File: src/rtl/usb_buffer_pkg.sv
// Shared sizing constants and types for the USB packet-data FIFO.
package usb_buffer_pkg;

  localparam int DEPTH  = 64;
  localparam int ADDR_W = 6;
  localparam int DATA_W = 8;

  typedef logic [DATA_W-1:0] byte_t;
  typedef logic [ADDR_W-1:0] ptr_t;
  typedef logic [ADDR_W:0]   occ_t;

endpackage

File: src/rtl/usb_buffer_ram.sv
// DEPTH x DATA_W register file: one clocked write port and one asynchronous read port.
module usb_buffer_ram
  import usb_buffer_pkg::*;
(
  input  logic  clk,
  input  logic  i_we,
  input  ptr_t  i_waddr,
  input  byte_t i_wdata,
  input  ptr_t  i_raddr,
  output byte_t o_rdata
);

  byte_t r_mem [DEPTH];

  // NOTE: storage is deliberately not reset; pointers and occupancy define
  // which entries are valid, and an unreset array maps onto plain flops/RAM.
  always_ff @(posedge clk) begin
    if (i_we) begin
      r_mem[i_waddr] <= i_wdata;
    end
  end

  assign o_rdata = r_mem[i_raddr];

endmodule

File: src/rtl/usb_data_buffer.sv
// Shared half-duplex byte FIFO between usb_rx/usb_tx and the AHB slave:
// strobe arbitration, pointer/occupancy control, sticky error and registered read bytes.
module usb_data_buffer
  import usb_buffer_pkg::*;
(
  input  logic  clk,
  input  logic  rst,
  input  logic  flush,
  input  logic  clear,
  input  logic  store_rx_packet_data,
  input  byte_t rx_packet_data,
  input  logic  store_tx_data,
  input  byte_t tx_data,
  input  logic  get_rx_data,
  output byte_t rx_data,
  input  logic  get_tx_packet_data,
  output byte_t tx_packet_data,
  output occ_t  buffer_occupancy,
  output logic  buffer_error
);

  ptr_t  r_wptr;
  ptr_t  r_rptr;
  occ_t  r_occ;
  occ_t  w_occ_next;
  byte_t r_rx_data;
  byte_t r_tx_data;
  logic  r_error;
  byte_t w_rdata;

  logic  w_empty_cmd;
  logic  w_wr;
  logic  w_rd;
  logic  w_rd_ok;
  logic  w_wr_ok;
  logic  w_err_evt;
  byte_t w_wdata;

  assign w_empty_cmd = flush | clear;
  assign w_wr        = store_rx_packet_data | store_tx_data;
  assign w_rd        = get_rx_data | get_tx_packet_data;
  assign w_wdata     = store_rx_packet_data ? rx_packet_data : tx_data;

  // A full FIFO still takes a write when a read frees a slot in the same cycle.
  assign w_rd_ok = w_rd && (r_occ != '0);
  assign w_wr_ok = w_wr && ((r_occ < occ_t'(DEPTH)) || w_rd_ok);

  assign w_err_evt = (store_rx_packet_data & store_tx_data)
                   | (get_rx_data & get_tx_packet_data)
                   | (w_rd & ~w_rd_ok)
                   | (w_wr & ~w_wr_ok);

  usb_buffer_ram u_ram (
    .clk     (clk),
    .i_we    (w_wr_ok & ~w_empty_cmd & ~rst),
    .i_waddr (r_wptr),
    .i_wdata (w_wdata),
    .i_raddr (r_rptr),
    .o_rdata (w_rdata)
  );

  // NOTE: every output of a combinational block gets a default first,
  // otherwise an uncovered case would infer a latch.
  always_comb begin
    w_occ_next = r_occ;
    case ({w_wr_ok, w_rd_ok})
      2'b10:   w_occ_next = r_occ + 1'b1;
      2'b01:   w_occ_next = r_occ - 1'b1;
      default: w_occ_next = r_occ;
    endcase
  end

  // NOTE: state registers use non-blocking assignments so every flop samples
  // the pre-edge values regardless of statement order.
  always_ff @(posedge clk) begin
    if (rst) begin
      r_wptr    <= '0;
      r_rptr    <= '0;
      r_occ     <= '0;
      r_rx_data <= '0;
      r_tx_data <= '0;
      r_error   <= 1'b0;
    end else if (w_empty_cmd) begin
      r_wptr <= '0;
      r_rptr <= '0;
      r_occ  <= '0;
      if (clear) begin
        r_error <= 1'b0;
      end
    end else begin
      if (w_wr_ok) begin
        r_wptr <= r_wptr + 1'b1;
      end
      if (w_rd_ok) begin
        r_rptr <= r_rptr + 1'b1;
        if (get_rx_data) begin
          r_rx_data <= w_rdata;
        end
        if (get_tx_packet_data) begin
          r_tx_data <= w_rdata;
        end
      end
      r_occ <= w_occ_next;
      if (w_err_evt) begin
        r_error <= 1'b1;
      end
    end
  end

  assign rx_data          = r_rx_data;
  assign tx_packet_data   = r_tx_data;
  assign buffer_occupancy = r_occ;
  assign buffer_error     = r_error;

endmodule

File: config.mk
export PLATFORM = sky130hd
export DESIGN_NAME = usb_data_buffer
export DESIGN_NICKNAME = d
export VERILOG_FILES = /design/src/rtl/usb_buffer_pkg.sv /design/src/rtl/usb_buffer_ram.sv /design/src/rtl/usb_data_buffer.sv
export SDC_FILE = /design/constraint.sdc
export NUM_CORES = 1
export LEC_CHECK = 0
export CORE_MARGIN = 2
export CORE_UTILIZATION = 62
export CTS_BUF_LIST = sky130_fd_sc_hd__clkbuf_8 sky130_fd_sc_hd__clkbuf_16
export CTS_CLUSTER_SIZE = 16
export DETAILED_ROUTE_END_ITERATION = 16
export HOLD_SLACK_MARGIN = 0.15
export PLACE_DENSITY_LB_ADDON = 0.08
export REMOVE_ABC_BUFFERS = 1
export SYNTH_ARGS = -nofsm -noshare
export SYNTH_HDL_FRONTEND = slang
export SYNTH_SLANG_ARGS = --single-unit
export TNS_END_PERCENT = 20
File: constraint.sdc
create_clock -name clk -period 4 [get_ports clk]
set_clock_uncertainty 0.15 [all_clocks]
set_input_delay 0.4 -clock clk [delete_from_list [all_inputs] [get_ports clk]]
set_output_delay 0.4 -clock clk [all_outputs]
set_load 0.01 [all_outputs]
## Yosys cells after proc, flatten, opt, wreduce, memory -nomap -nowiden

Memories as Yosys holds them, arrays and structs flattened. A register that Yosys moved wholly into a read port is not among the register bits.
Index checks and enable logic that the tools add are counted.

- Input bits: 24
- Bits in writable memories: 512
- Memories kept: 1
- Output and inout port bits: 24
- Logic and storage cells: 50
- Register bits: 36

Memory list:

| name | depth | bits a word | read ports | clocked after Yosys merged registers in | wr ports | RTL line | text |
|---|---|---|---|---|---|---|---|
| u_ram.r_mem | 64 | 8 | 1 | 1 | 1 | usb_buffer_ram.sv:13 | `byte_t r_mem [DEPTH];` |

- Reductions and logical operators: 10
- $add $sub $neg: 4
- Order comparisons: 1
- Bitwise logic cells: 16
- Mux-type cells: 9
- Equal/unequal tests: 3

Operators by type and width:

| kind | count |
|---|---|
| $pmux 7 s2 | 1 |
| $add 6x1->6 const B | 2 |
| $mux 6 | 2 |
| $mux 8 | 1 |
| $add 7x1->7 const B | 1 |
| $lt 7x7->1 const B | 1 |
| $reduce_bool 7->1 | 1 |
| $sub 7x1->7 const B | 1 |
| $and 1x1->1 | 6 |
| $or 1x1->1 | 6 |
| $reduce_and 3->1 | 2 |
| $mux 1 | 5 |
| $not 1->1 | 4 |
| $reduce_bool 2->1 | 2 |
| $eq 2x1->1 const B | 1 |
| $eq 2x2->1 const B | 1 |
| $logic_and 1x1->1 | 2 |
| $ne 2x2->1 const B | 1 |
| $reduce_and 2->1 | 1 |
| $reduce_or 2->1 | 1 |
| $logic_or 1x1->1 | 1 |

## Logic depth before layout (Yosys ltp)

Gate-level depths: netlist of run 1.

- Depth in word-level cells: 9
- Depth in mapped cells: 13
- Mapped depth without buffers: 12

## By module

From an unflattened synthesis of run 1, not the netlist that was laid out.

- Cells, all modules: 1,130
- Area, all modules: 21,864.7 um2

Modules (own cells, without submodules):

| module | sequential area each (um2) | times used | cells an instance | area an instance (um2) |
|---|---|---|---|---|
| usb_buffer_ram | 15,374.7 | 1 | 932 | 20,006.7 |
| usb_data_buffer | 720.7 | 1 | 198 | 1,858.0 |

## Least setup slack after synthesis of run 1

Ideal clock, no wire load.

- Kind: in2reg
- Start: input store_rx_packet_data
- End: register r_occ[6] (netlist: buffer_occupancy[6])
- Slack: 732 ps
- Library setup time: 71 ps
- Data required time: 3,779 ps
- Cell stages on the path: 12
- Arrival: 3,047 ps
- Path buffers: 1
- Cells stage by stage: buf_2 > nor2_1 > a21oi_1 > inv_1 > ha_1 > ha_1 > nor2b_1 > o21ai_0 > a21boi_0 > or4_1 > a31o_2 > a21oi_1

- Cells in the longest elaborated chain, start to end: 4
- Elaborated cells between the ends (all ways): 6
- Those cells by class: eq/ne (2); mux (1); bitwise (1); reduce/logical (2)

Ends and longest elaborated chain:

| item | RTL line | text |
|---|---|---|
| start: declaration | usb_data_buffer.sv:10 | `input logic store_rx_packet_data,` |
| $or 1x1->1 * | usb_data_buffer.sv:40 | `assign w_wr = store_rx_packet_data \| store_tx_data;` |
| $logic_and 1x1->1 * | usb_data_buffer.sv:46 | `assign w_wr_ok = w_wr && ((r_occ < occ_t'(DEPTH)) \|\| w_rd_ok);` |
| $eq 2x1->1 / $eq 2x2->1 (equally long branches) | usb_data_buffer.sv:66 | `case ({w_wr_ok, w_rd_ok})` |
| $pmux 7 s2 / $reduce_bool 2->1 (equally long branches) | -- |  |
| end signal: assignment | usb_data_buffer.sv:103 | `r_occ <= w_occ_next;` |
| end: declaration | usb_data_buffer.sv:24 | `occ_t r_occ;` |

Every way passes the cells marked *; elsewhere a longest branch is shown, timed or not.
A chain may end at the register's enable or synchronous reset.

## Worst setup path after layout of run 1

- Start: register r_occ[3] (netlist: buffer_occupancy[3])
- End: register r_occ[6] (netlist: buffer_occupancy[6])

- Cells in the longest elaborated chain, start to end: 6
- Elaborated cells between the ends (all ways): 11
- Those cells by class: add/sub (2); order compare (1); eq/ne (2); mux (1); reduce/logical (5)

Ends and longest elaborated chain:

| item |
|---|
| parallel branches: the longest is 6 deep, another holds $lt 7x7->1 |

Several ways; the timed one is not identified.

==> reports/metrics.cfg, run 1 <==
[flow_run]
maxCapViolCount = 0

[routing]
routed_wl_um = 51210
dr.pass1.iters = 6
num_vias = 12037
routed_via_density = 6.289
dr.first_iter.drc_count = 1149
ant_nets = 0
drc = 0
post_drt_wl_per_cell_um = 26.76

[sta]
worstMarginPinSlew_ns = 1.095
setup_viol = 0
period_minus_slack_ns = 3.318
timing.final.hold_violations = 0
fmax_mhz = 301.4
min_period_over_period_pct = 82.95
slew_headroom_pct = 26.98
drv_slew = 0
hold_ws_ns = 0.2600
rsz0062_at_grt = no

[clock_tree]
clock_latency_ns = 0.60
clk_path_buf_depth = 3
numCtsBuffers = 53
cts_resized = 0
clk_pin_slew_ns = 0.06
clock_sinks = 554
htree_levels = 2
post_cts_buffers = 0
cts_hold_buf = 0
cts_tree = built
cts_root_buf = clkbuf_16

[logic_synthesis]
seq_area_frac_synth_pct = 72.81
synthSimpleGateAreaFrac_pct = 5.804
yosys-top-cells-count = edfxtp_1, mux2i_1, nor2_1
synth-compound-area-share_pct = 4.427
synth_area_leaders = edfxtp_1, mux2i_1, mux4_2, dfxtp_1, nor2_1
dominantRegCellSynth = edfxtp_1
yosysUniqueCellTypes = 61
synthXorXnorAreaFrac_pct = 0.4719
yosys_warnings = 0
synth_mux_area_share_pct = 13.47
synth_cells = 1284
synth_top_area_share_pct = 69.04
synth_area_um2 = 22270
synth_most_common_cell = edfxtp_1
synth.ff_latch_count = 554
synth_top_area_cell = edfxtp_1
postSynth.asyncResetShare_pct = 0
avgSynthCellArea_um2 = 17.34
synth_fa_ha_area_share_pct = 0.5394
synth_top_family_by_area = multiplexers
synth-edff-count = 512

[layout]
syn_to_final_growth_pct = 13.58
drive_above_1_share_pct = 17.55
fin_area_um2 = 25300
final_util_pct = 71.29
n_fill_cell = 2244
final_nets = 1442
diodes = 0

[floorplan]
die_w_um = 193.5
dieArea_um2 = 37450
die_h_um = 193.5
core_region_area_um2 = 35480
start_util_pct = 62.76
fp-row-count = 69
io_pins = 48

[global_route]
antenna_found_initial = 0
grt_pass1_wl_um = 76250
grt_max_degree = 65
overflow = 0
grtUsageTotal_pct = 27.78
grt_pass1_vias = 11977

[power_and_ir_drop]
comb_power_share_pct = 2.4
p_leak_nw = 7.866
pwr-share-clk_pct = 42.2
ir_drop_uv = 518.9
power.share.switching_pct = 19.65
p_seq_share_pct = 55.3
p_int_mw = 9.259
power.density_nw_per_um2 = 455.6
p_switching_mw = 2.265

[setup_path]
cp_max_fo = 8
crit_type = register to register
crit_path_end_kind = register
worst_setup_path_start_kind = register
required_ns = 4.37
cp.arrival_ns = 3.69

[hold_path]
hold_path.class = input pin to register

[placement]
gp_congestion = 0.8710
numPortBuffers = 47
dpl_cell_area_um2 = 23580
hpwl_um = 33270

[run_status]
status = finished clean

-- worst paths after layout --
kind	end	start	slack [ns]	cells after the start
worst max-delay path	buffer_occupancy[6]	buffer_occupancy[3]	0.68	11
worst min-delay path	buffer_error	clear	0.26	2
worst max register to register	buffer_occupancy[6]	buffer_occupancy[3]	0.68	11
worst min register to register	tx_packet_data[4]	tx_packet_data[4]	0.35	2
-- per-layer routing --
metal	part of all wire [%]	track usage, %
met3	8.4	5.823
met5	0	0
met1	41	39.52
met4	2.8	8.991
met2	47	43.72
-- sequential cells by signal, summed over array words and instances (netlist names), named ones only --
signal / cells
u_ram.r_mem: 512
r_rptr: 6
tx_packet_data: 8
rx_data: 8
buffer_occupancy: 7
buffer_error: 1
r_wptr: 6
-- per-stage QoR --
step / setup TNS, ns / total power [mW] / setup slack [ns] / cells
finish: 0 / 11.52 / 0.6820 / 1914
CTS: 0 / 11.58 / 0.6886 / 1914
global placement: 0 / 6.770 / 0.4034 / 1815
global route: 0 / 11.81 / 0.3549 / 1914
floorplan: -22.27 / 6.630 / -1.452 / 1211
detailed placement: 0 / 6.778 / 0.2471 / 1815
-- logic make-up (layout without fill, tap and decap cells) --
group | Yosys count | in the layout
AO/OA/AOI/OAI | 137 | 137
XOR/XNOR | 12 | 12
adder cells (fa/ha/maj) | 9 | 9
buffers and inverters | 82 | 251
flip-flops | 554 | 554
multiplexers | 221 | 221
AND/OR/NAND/NOR | 269 | 269
-- power groups by stage --
stage	registers, mW	clock network [mW]	logic (mW)
floorplan	6.51	0	0.124
global placement	6.50	0	0.272
detailed placement	6.50	0	0.280
CTS	6.38	4.92	0.280
global route	6.37	5.14	0.302
finish	6.38	4.87	0.280
-- cell type report --
| class | instances | area (µm²) | share of cell area (%) |
|---|---|---|---|
| clock buffers | 59 | 1431 | 5.659 |
| clock inverters | 40 | 281.5 | 1.113 |
| inverters | 9 | 33.78 | 0.1336 |
| multi-input cells | 648 | 5504 | 21.76 |
| flip-flops and latches | 554 | 16230 | 64.15 |
| well taps | 461 | 576.8 | 2.280 |
| repair buffers | 143 | 1241 | 4.907 |
-- worst max-delay path, stage by stage (launching register included) --
cell and delay [ns]:
dfxtp_1 0.34, nor4_1 0.34, and2_1 0.23, nor2_1 0.08
ha_1 0.30, ha_1 0.34, nor2b_1 0.15, o21ai_0 0.23
a21boi_0 0.19, or4_1 0.53, a31o_2 0.25, a21oi_1 0.12
-- layout by cell type (no fill, tap or decap), types with 11 or more instances in the layout --
cell,netlist,final
mux2i_1,149,149
or3_1,12,12
mux2_2,12,12
clkbuf_16,0,55
a211oi_1,22,22
nor2_1,120,120
mux4_2,54,54
inv_1,9,23
a21oi_1,33,33
edfxtp_1,512,512
buf_4,21,92
a22oi_1,47,47
nand4_1,11,11
nor2b_1,12,12
nand3_1,35,35
nand2_1,34,34
clkdlybuf4s50_1,0,47
dfxtp_1,42,39
Note: power is estimated with default switching activity, not from simulation.
==> run 2, diff against run 1 <==
==> constraint.sdc (replaced) <==
create_clock -name clk -period 3.1 [get_ports clk]
set_clock_uncertainty 0.15 [all_clocks]
set_input_delay 0.31 -clock clk [delete_from_list [all_inputs] [get_ports clk]]
set_output_delay 0.31 -clock clk [all_outputs]
set_load 0.01 [all_outputs]
==> run 2 against run 1 <==
Critical path depth did not move. Sequential share of layout area fell by 0.93 points. Largest cell class unchanged. Total power rose by 26%. Highest routed layer unchanged.
==> reports/metrics.cfg, run 2 (synthesis gave the netlist of run 1 again) <==
[setup_path]
crit_path_end_kind = register  ; unchanged
timing.critical_path.mode_cell = ha_1  ; unchanged
max_stage_delay_ns = 0.46  ; was 0.53 ns
worst_setup_path_start_kind = register  ; unchanged
crit_type = register to register  ; unchanged
cp_max_fo = 4  ; was 8
critical-path-slowest-cell = or4_1  ; unchanged
required_ns = 3.48  ; was 4.37 ns
cp.arrival_ns = 3.30  ; was 3.69 ns
critical_path.cell_chain = nor4_4 > and2_4 > nor2_1 > ha_1 > ha_1 > nor2b_1 > o21ai_1 > a21boi_0 > or4_1 > a31o_2 > a21oi_1  ; was nor4_1 > and2_1 > nor2_1 > ha_1 > ha_1 > nor2b_1 > o21ai_0 > a21boi_0 > or4_1 > a31o_2 > a21oi_1

[layout]
final_nets = 1497  ; was 1442
final_cell_mix = edfxtp_1, mux2i_1, buf_4  ; was edfxtp_1, mux2i_1, nor2_1
final_cells = 1969  ; was 1914
diodes = 0  ; unchanged
final_common_cell = edfxtp_1  ; unchanged
syn_to_final_growth_pct = 15.25  ; was 13.58%
regMostFlops = u_ram.r_mem  ; unchanged
drive_above_1_share_pct = 20.03  ; was 17.55%
largest_reg_flops = 512  ; unchanged
n_fill_cell = 2174  ; was 2244

[global_route]
grt_pass1_wl_um = 78170  ; was 76250 µm
grt_pass1_vias = 12450  ; was 11977
grt_max_degree = 65  ; unchanged
met2_usage_pct = 43.99  ; was 43.72%
overflow = 0  ; unchanged
met3_usage_pct = 5.980  ; was 5.823%
grt_busiest_layer = met2  ; unchanged
grtUsageTotal_pct = 28.33  ; was 27.78%
antenna_found_initial = 0  ; unchanged
grt_use_met1_pct = 39.90  ; was 39.52%

[sta]
period_minus_slack_ns = 2.925  ; was 3.318 ns
fmax_mhz = 341.9  ; was 301.4 MHz
drv_slew = 0  ; unchanged
hold_ws_ns = 0.2748  ; was 0.2600 ns
rsz0062_at_grt = no  ; unchanged
slew_headroom_pct = 18.04  ; was 26.98%
setup_viol = 0  ; unchanged
min_period_over_period_pct = 94.36  ; was 82.95%
worstMarginPinSlew_ns = 1.229  ; was 1.095 ns
timing.final.hold_violations = 0  ; unchanged

[routing]
post_drt_wl_per_cell_um = 26.44  ; was 26.76 µm
dr.pass1.iters = 5  ; was 6
num_vias = 12344  ; was 12037
dr.first_iter.drc_count = 1136  ; was 1149
drc = 0  ; unchanged
routed_via_density = 6.269  ; was 6.289
ant_nets = 0  ; unchanged
routed_wl_um = 52060  ; was 51210 µm

[power_and_ir_drop]
comb_power_share_pct = 2.6  ; was 2.4%
pwr-share-clk_pct = 40.7  ; was 42.2%
p_total_mw = 14.50  ; was 11.52 mW
power.share.switching_pct = 19.91  ; was 19.65%
ir_drop_uv = 553.5  ; was 518.9 µV
p_leak_nw = 8.160  ; was 7.866 nW
p_switching_mw = 2.887  ; was 2.265 mW
power.density_nw_per_um2 = 565.0  ; was 455.6 nW/µm²
p_int_mw = 11.61  ; was 9.259 mW
p_seq_share_pct = 56.7  ; was 55.3%

[floorplan]
dieArea_um2 = 37450  ; unchanged
start_util_pct = 62.76  ; unchanged
fp-row-count = 69  ; unchanged
core_region_area_um2 = 35480  ; unchanged
die_w_um = 193.5  ; unchanged
io_pins = 48  ; unchanged
die_h_um = 193.5  ; unchanged

[clock_tree]
numCtsBuffers = 53  ; unchanged
post_cts_buffers = 0  ; unchanged
clock_sinks = 554  ; unchanged
clock_latency_ns = 0.60  ; about the same
cts_tree = built  ; unchanged
clk_path_buf_depth = 3  ; unchanged
cts_root_buf = clkbuf_16  ; unchanged
clk_pin_slew_ns = 0.06  ; about the same
htree_levels = 2  ; unchanged

[placement]
gp_congestion = 0.8995  ; was 0.8710
dp_cells = 1869  ; was 1815
hpwl_um = 33700  ; was 33270 µm
numPortBuffers = 47  ; unchanged

[flow_run]
maxCapViolCount = 0  ; unchanged

[hold_path]
hold_path.class = input pin to register  ; unchanged

[run_status]
status = finished clean  ; unchanged

==> run 2: per-stage QoR <==
stage / TNS [ns] / instance area [µm²] / util [%] / setup slack [ns]
2_1_floorplan: -36.72 / 21750 / - / -2.352
3_3_place_gp: -0.1056 / 24040 / 67.75 / -0.1056
3_5_place_dp: -0.2380 / 24040 / 67.75 / -0.2318
4_1_cts: 0 / 25660 / 72.31 / 0.03536
5_1_grt: 0 / 25670 / 72.34 / 0.06050
6_report: 0 / 25670 / 72.34 / 0.1747
==> run 2: power by group through the flow <==
stage	logic, mW	registers, mW	clock network [mW]
final	0.371	8.23	5.90
after global routing	0.401	8.23	6.26
after CTS	0.373	8.23	5.97
after detailed placement	0.371	8.39	0
after global placement	0.356	8.39	0
after floorplan	0.160	8.40	0
==> run 2: routing by layer <==
layer  vias up  part of all wire [%]
met2       546                    47
met1      6264                    40
met4         0                   3.7
met3        92                   8.6
met5         -                     0
li1       5442                     -
==> run 2: area by class of cell <==
type,count,area (µm²),share of cell area (%)
clock buffer,57,1426,5.557
inverter,9,33.78,0.1316
clock inverter,42,175.2,0.6825
tap,461,576.8,2.247
timing repair buffer,198,1707,6.649
sequential,554,16230,63.22
multi-input combinational,648,5522,21.51
==> run 2: final timing paths <==
kind,to,start,slack (ns),depth (start not counted)
worst max register to register,buffer_occupancy[6],buffer_occupancy[6],0.17,11
worst max-delay path,buffer_occupancy[6],buffer_occupancy[6],0.17,11
worst min register to register,tx_packet_data[2],tx_packet_data[2],0.35,2
worst min-delay path,buffer_error,flush,0.27,4
==> run 2: timing repair <==
item,4_1_cts,5_1_grt
setup endpoints to repair,1,1
hold buffers,1,0
hold endpoints to repair,1,0
gates resized for setup,1,3
pin swaps,0,2
==> run 2: worst max-delay path, delay by kind of cell, from the launching register on <==
kind / cells / cell delay, ns
fa+ha+maj: 2 / 0.52
flops: 1 / 0.34
compound gates: 4 / 0.65
simple gates: 5 / 1.18
==> run 3, diff against run 2 <==
--- a/config.mk
+++ b/config.mk
@@ -16,4 +16,4 @@
 export SYNTH_ARGS = -nofsm -noshare
 export SYNTH_HDL_FRONTEND = slang
 export SYNTH_SLANG_ARGS = --single-unit
-export TNS_END_PERCENT = 20
+export TNS_END_PERCENT = 10
==> results of run 3 <==
No change in the layout: final DEF, timing and power equal those of run 2.
